**config.mk**
```make
export PLATFORM = sky130hd
export DESIGN_NAME = ecg_spike_encoder_mc
export DESIGN_NICKNAME = d
export VERILOG_FILES = /design/src/rtl/ecg_enc_pkg.sv /design/src/rtl/ecg_spike_encoder_mc_vu_neuron_step.sv /design/src/rtl/ecg_spike_encoder_mc.sv
export SDC_FILE = /design/constraint.sdc
export NUM_CORES = 1
export LEC_CHECK = 0
export ABC_AREA = 1
export ABC_CLOCK_PERIOD_IN_PS = 11200
export BUFFER_PORTS_ARGS = -buffer_cell sky130_fd_sc_hd__buf_2
export CAP_MARGIN = 15
export CORE_MARGIN = 1.5
export CORE_UTILIZATION = 60
export DETAILED_ROUTE_END_ITERATION = 7
export PLACE_DENSITY = 0.8
export SLEW_MARGIN = 40
export SYNTH_ARGS = -nofsm -noshare
export SYNTH_HDL_FRONTEND = slang
export SYNTH_HIERARCHICAL = 1
export SYNTH_SLANG_ARGS = --single-unit
```
**constraint.sdc**
```tcl
create_clock -name clk -period 11.2 [get_ports clk]
set_input_delay 0.56 -clock clk [delete_from_list [all_inputs] [get_ports clk]]
set_output_delay 0.56 -clock clk [all_outputs]
set_load 0.01 [all_outputs]
```
**src/rtl/ecg_enc_pkg.sv**
```systemverilog
// Shared constants, types and helpers for the multi-channel ECG spike encoder.
// Q4.16 signed fixed point at the default width. Provides the threshold and reset constants,
// the FSM state type, and a saturating narrow-down helper for W+3 bit intermediates.
package ecg_enc_pkg;

  localparam int W    = 20;
  localparam int FRAC = 16;

  localparam logic signed [W-1:0] ONE  = 20'sh1_0000;  //  1.0
  localparam logic signed [W-1:0] VTH  = 20'sh1_0000;  //  1.0 firing threshold
  localparam logic signed [W-1:0] VRST = 20'shF_0000;  // -1.0 post-spike V
  localparam logic signed [W-1:0] UJMP = 20'sh0_2000;  //  0.125 post-spike U kick

  typedef enum logic [1:0] {IDLE, RUN, DONE} state_t;

  // Clamp a W+3 bit value into W bits. Overflow shows up as the top guard bits
  // disagreeing with the W-bit sign bit.
  function automatic logic signed [W-1:0] sat_w(input logic signed [W+2:0] a);
    if (a[W+2] && !(&a[W+1:W-1]))
      return {1'b1, {(W-1){1'b0}}};
    else if (!a[W+2] && (|a[W+1:W-1]))
      return {1'b0, {(W-1){1'b1}}};
    else
      return a[W-1:0];
  endfunction

endpackage

```
**src/rtl/ecg_spike_encoder_mc_vu_neuron_step.sv**
```systemverilog
// Combinational single-channel V/U neuron update, shared by all channels of the encoder.
// Ports: v/u current state, i_c channel current, p bias -> v_next/u_next/spike.
// All arithmetic is done W+3 bits wide and saturated back to W.
module vu_neuron_step #(
  parameter int                  W     = 20,
  parameter logic signed [W-1:0] VTH   = 20'sh1_0000,
  parameter logic signed [W-1:0] VRST  = 20'shF_0000,
  parameter logic signed [W-1:0] UJMP  = 20'sh0_2000,
  parameter int                  TV_SH = 2,
  parameter int                  TU_SH = 4
) (
  input  logic signed [W-1:0] v,
  input  logic signed [W-1:0] u,
  input  logic signed [W-1:0] i_c,
  input  logic signed [W-1:0] p,
  output logic signed [W-1:0] v_next,
  output logic signed [W-1:0] u_next,
  output logic                spike
);

  localparam int WE = W + 3;

  function automatic logic signed [WE-1:0] sx(input logic signed [W-1:0] a);
    return {{3{a[W-1]}}, a};
  endfunction

  function automatic logic signed [W-1:0] sat(input logic signed [WE-1:0] a);
    if (a[WE-1] && !(&a[WE-2:W-1]))
      return {1'b1, {(W-1){1'b0}}};
    else if (!a[WE-1] && (|a[WE-2:W-1]))
      return {1'b0, {(W-1){1'b1}}};
    else
      return a[W-1:0];
  endfunction

  logic signed [WE-1:0] d, v_sum, u_sum, u_kick;
  logic signed [W-1:0]  v_sat, u_sat;

  always_comb begin
    d      = sx(i_c) + sx(p) - sx(u) - sx(v);
    v_sum  = sx(v) + (d >>> TV_SH);
    // Adaptation uses the pre-update v.
    u_sum  = sx(u) + ((sx(v) - sx(u)) >>> TU_SH);
    v_sat  = sat(v_sum);
    u_sat  = sat(u_sum);
    spike  = (v_sat >= VTH);
    u_kick = sx(u_sat) + sx(UJMP);
    v_next = spike ? VRST : v_sat;
    u_next = spike ? sat(u_kick) : u_sat;
  end

endmodule

```
**src/rtl/ecg_spike_encoder_mc.sv**
```systemverilog
// Time-multiplexed NCH-channel spike encoder: one shared neuron step, per-channel V/U arrays.
// Ports: sample in (s_data/s_valid/s_ready), spike vector out (o_spk/o_any/o_valid),
// saturating spike count, clear, and a registered V/U monitor selected by mon_sel.
module ecg_spike_encoder_mc #(
  parameter int                  W     = ecg_enc_pkg::W,
  parameter int                  NCH   = 2,
  parameter logic signed [W-1:0] VTH   = ecg_enc_pkg::VTH,
  parameter logic signed [W-1:0] VRST  = ecg_enc_pkg::VRST,
  parameter logic signed [W-1:0] UJMP  = ecg_enc_pkg::UJMP,
  parameter int                  TV_SH = 2,
  parameter int                  TU_SH = 4,
  parameter int                  CW    = 16
) (
  input  logic                clk,
  input  logic                reset,
  input  logic                clear,
  input  logic signed [W-1:0] p,
  input  logic signed [W-1:0] s_data,
  input  logic                s_valid,
  output logic                s_ready,
  output logic [NCH-1:0]      o_spk,
  output logic                o_any,
  output logic                o_valid,
  output logic [CW-1:0]       spk_cnt,
  input  logic [3:0]          mon_sel,
  output logic signed [W-1:0] mon_v,
  output logic signed [W-1:0] mon_u
);
  import ecg_enc_pkg::*;

  localparam int CHW = (NCH > 1) ? $clog2(NCH) : 1;

  state_t               state, state_nx;
  logic [CHW-1:0]       ch;
  logic signed [W-1:0]  x_q;
  logic signed [W-1:0]  v_arr [NCH];
  logic signed [W-1:0]  u_arr [NCH];
  logic [NCH-1:0]       spk_acc, spk_new;
  logic                 rst_done;
  logic                 last_ch;

  logic signed [W-1:0]  x_sel, i_cur, v_nx, u_nx;
  logic                 spike;
  logic [CW:0]          pc, cnt_sum;
  logic [CW-1:0]        cnt_nx;

  // Odd channels see the inverted sample; channel pairs step down one octave each.
  always_comb begin
    x_sel = ch[0] ? ~x_q : x_q;
    i_cur = x_sel >>> (ch >> 1);
  end

  vu_neuron_step #(
    .W(W), .VTH(VTH), .VRST(VRST), .UJMP(UJMP), .TV_SH(TV_SH), .TU_SH(TU_SH)
  ) u_step (
    .v(v_arr[ch]), .u(u_arr[ch]), .i_c(i_cur), .p(p),
    .v_next(v_nx), .u_next(u_nx), .spike(spike)
  );

  assign last_ch = (ch == CHW'(NCH - 1));

  // Completed spike vector including the channel being written this cycle.
  always_comb begin
    spk_new     = spk_acc;
    spk_new[ch] = spike;
    pc          = '0;
    for (int i = 0; i < NCH; i++)
      pc = pc + (CW+1)'(spk_new[i]);
    cnt_sum = {1'b0, spk_cnt} + pc;
    cnt_nx  = cnt_sum[CW] ? '1 : cnt_sum[CW-1:0];
  end

  // s_ready stays low until the first clock after reset release.
  assign s_ready = rst_done && (state == IDLE);
  assign o_any   = |o_spk;

  always_comb begin
    state_nx = state;
    case (state)
      IDLE:    if (s_valid && s_ready) state_nx = RUN;
      RUN:     if (last_ch) state_nx = DONE;
      DONE:    state_nx = IDLE;
      default: state_nx = IDLE;
    endcase
    if (clear) state_nx = IDLE;
  end

  always_ff @(posedge clk or negedge reset) begin
    if (!reset) begin
      state    <= IDLE;
      ch       <= '0;
      x_q      <= '0;
      spk_acc  <= '0;
      o_spk    <= '0;
      o_valid  <= 1'b0;
      spk_cnt  <= '0;
      rst_done <= 1'b0;
      mon_v    <= '0;
      mon_u    <= '0;
      for (int i = 0; i < NCH; i++) begin
        v_arr[i] <= '0;
        u_arr[i] <= '0;
      end
    end else begin
      state    <= state_nx;
      rst_done <= 1'b1;
      o_valid  <= 1'b0;

      if (int'(mon_sel) < NCH) begin
        mon_v <= v_arr[mon_sel[CHW-1:0]];
        mon_u <= u_arr[mon_sel[CHW-1:0]];
      end else begin
        mon_v <= '0;
        mon_u <= '0;
      end

      if (clear) begin
        ch      <= '0;
        spk_acc <= '0;
        o_spk   <= '0;
        spk_cnt <= '0;
        for (int i = 0; i < NCH; i++) begin
          v_arr[i] <= '0;
          u_arr[i] <= '0;
        end
      end else begin
        case (state)
          IDLE: if (s_valid && s_ready) begin
            x_q     <= s_data;
            ch      <= '0;
            spk_acc <= '0;
          end
          RUN: begin
            v_arr[ch] <= v_nx;
            u_arr[ch] <= u_nx;
            spk_acc   <= spk_new;
            ch        <= ch + 1'b1;
            // Publish on the last channel so o_spk is valid alongside o_valid in DONE.
            if (last_ch) begin
              o_spk   <= spk_new;
              o_valid <= 1'b1;
              spk_cnt <= cnt_nx;
            end
          end
          default: ;
        endcase
      end
    end
  end

endmodule

```
==> impl_metrics.yaml <==
setup_path:
  r2r-start: "ch"
  critical_path_class: "flip-flop to flip-flop"
  startpoint: "ch"
  cp.arrival_ns: 9.64
  reg2reg_to: "spk_cnt[10]"
  critPathRequiredTime_ns: 11.57
  setup.worst_path.end: "spk_cnt[10]"
  critPathLaunchType: "flip-flop"
  crit_slowest_cell: "o21ai_0"
  rr_worst_depth: 43
  path_common_cell: "inv_1"
  endpoint_kind: "flip-flop"
  max_stage_delay_ns: 0.68
  critPathMaxFanout: 54
  rrSetupSlack_ns: 1.93
logic_synthesis:
  ys_top_cells_by_area: "dfrtp_1 29%, nand2_1 14%, ha_1 9.1%, inv_1 8.9%, fa_1 6.0%"
  yosys.area_share.simple_pct: 24.80
  syn_avg_cell_area_um2: 7.186
  synthFlopType: "dfrtp_1"
  synth_xor_area_share_pct: 5.565
  synth_top_family_by_area: "simple AND/OR/NAND/NOR gates"
  yosysTopAreaCell: "dfrtp_1"
  synth.distinct_cells: 45
  synth.most_common_cell: "nand2_1"
  synthCells: 1993
  synth_edf_count: 0
  syn_area_mm2: 0.01432
  muxShareOfSynthArea_pct: 0
  yosysWarnings: 6
  synthDominantCellAreaShare_pct: 28.83
  ys_seq_area_share_pct: 28.83
  synth_compound_area_share_pct: 14.08
  synthAdderAreaFrac_pct: 15.10
  syn_nets: 2188
  async_flop_share_pct: 100.0
  ys_ff_latch: 165
  synth_common_cells: "553 x nand2_1, 338 x inv_1, 165 x dfrtp_1, 131 x a21oi_1, 117 x o21ai_0"
drt:
  wl_per_cell_um: 17.05
  viasPerCell: 5.555
  wirelength_um: 41370
  drc: 0
  vias: 13476
  ant_nets: 0
  drtIter0Drc: 1232
  firstDrtPassIters: 6
placement:
  hpwl_um: 31540
  dp_cells: 2394
  portBuffers: 108
  place_congestion: 0.9616
finish:
  num_antenna_cells: 0
  multi_input_area_mm2: 0.008546
  layout.area.seq_mm2: 0.004133
  nFillCells: 2059
  layoutNonFillerInstCount: 2426
  finalNetCount: 2289
  syn2layout_area_growth_pct: 10.50
  drive_above_1_share_pct: 11.96
timing:
  hold-worst-slack_ns: 0.1762
  slew_headroom_pct: 42.96
  final-hold-violation-count: 0
  finalSetupViolations: 0
  fin_worst_skew_ns: 0.01589
  maxSlewViolCount: 0
  rsz0062_at_grt: "false"
  fmax_ghz: 0.1079
  timing.final.crit_period_ns: 9.270
  period_share_pct: 82.77
  worst_slew_pin_slew_ns: 0.8467
  fin_setup_tns_ns: 0
floorplanning:
  initial_core_util_pct: 61.02
  core_mm2: 0.02347
  die_h_um: 157.5
  die_area_mm2: 0.02481
  num_io_pins: 109
  rows: 56
  die_w_um: 157.5
global_routing:
  grt_pass1_wl_um: 65570
  grt_max_degree: 91
  antenna_found_initial: 0
  gr-usage-all-layers_pct: 34.51
  gr-total-overflow: 0
  grt_pass1_vias: 12553
cts:
  post_cts_buffers: 0
  cts_resized: 0
  cts_buffers: 17
  cts.sinks: 165
  cts_hold_buf: 0
  cts.clk_slew.worst_paths_ns: 0.08
  clk_latency_ns: 0.44
  cts_max_level: 4
  cts_root_buf: "clkbuf_16"
  clockBufferDepth: 2
  cts_tree: "yes"
job:
  cap_violations: 0
min_path:
  worstHoldPathType: "input pin to asynchronous set/reset pin"
status:
  outcome: "complete, no violations"
[critical path: cells and delay by family, from the launching register on]
kind | cells | cell delay, ns
buf+inv | 9 | 1.72
simple gates | 17 | 1.86
fa+ha+maj | 6 | 2.03
flops | 1 | 0.65
compound gates | 10 | 2.75
xor+xnor | 1 | 0.16
[cell families (layout without fill, tap and decap cells)]
family / Yosys count / in the layout
xor gates and xnor gates: 91 / 91
AOI/OAI and AO/OA: 355 / 355
DFF: 165 / 165
other: 1 / 1
adders and majority gates: 147 / 147
buffers and inverters: 412 / 526
and+or+nand+nor: 822 / 822
[registers in the layout, summed over array words and instances, names as in the netlist]
signal	count
u_arr	40
v_arr	40
mon_u	20
mon_v	20
x_q	20
spk_cnt	16
o_spk	2
spk_acc	2
state	2
ch	1
o_valid	1
rst_done	1
[cell usage in the layout, fill, tap and decap left out, types with 17 or more instances in the layout]
cell,instances
ha_1,104
o21ai_1,23
buf_2,106
nand3_1,88
nand4_1,22
a21oi_1,131
buf_4,34
xnor2_1,23
nor2_1,88
xor2_1,68
o21ai_0,110
dfrtp_1,164
inv_1,338
clkbuf_16,17
nand2_1,553
o22ai_1,41
fa_1,43
[per-layer routing]
layer / GRT usage [%] / vias to the layer above / wire length (um)
met2: 54.14 / 582 / 18200
met3: 6.278 / 81 / 3298
li1: - / 6508 / -
met1: 48.09 / 6305 / 18650
met5: 0 / - / 0
met4: 11.41 / 0 / 1223
[worst min path at each step]
stage | start | to | cells past startpoint
after detailed placement | x_q[16] | x_q[16] | 2
final | reset | v_arr[27] | 1
after floorplan | reset | ch | 0
after global placement | x_q[16] | x_q[16] | 2
after CTS | reset | v_arr[27] | 1
after global routing | reset | v_arr[27] | 1
[final cells by class]
cell class                      instances  area share (%)
Sequential cell                       165           26.11
Multi-Input combinational cell       1416           54.00
Tap cell                              319           2.522
Clock inverter                         14          0.9882
Timing Repair Buffer                  143           5.249
Clock buffer                           18           2.775
Inverter                              351           8.356
[metrics by stage]
step           utilization, %  setup slack (ns)  cell area (um^2)
2_1_floorplan               -             4.022             14320
3_3_place_gp            64.72             2.247             15190
3_5_place_dp            64.88             2.058             15230
4_1_cts                 67.41             2.030             15820
5_1_grt                 67.43             1.286             15830
6_report                67.43             1.930             15830
Power is left out: the tool's default activity adds up to more than one toggle a clock period on the data nets, which glitch-free logic cannot reach.
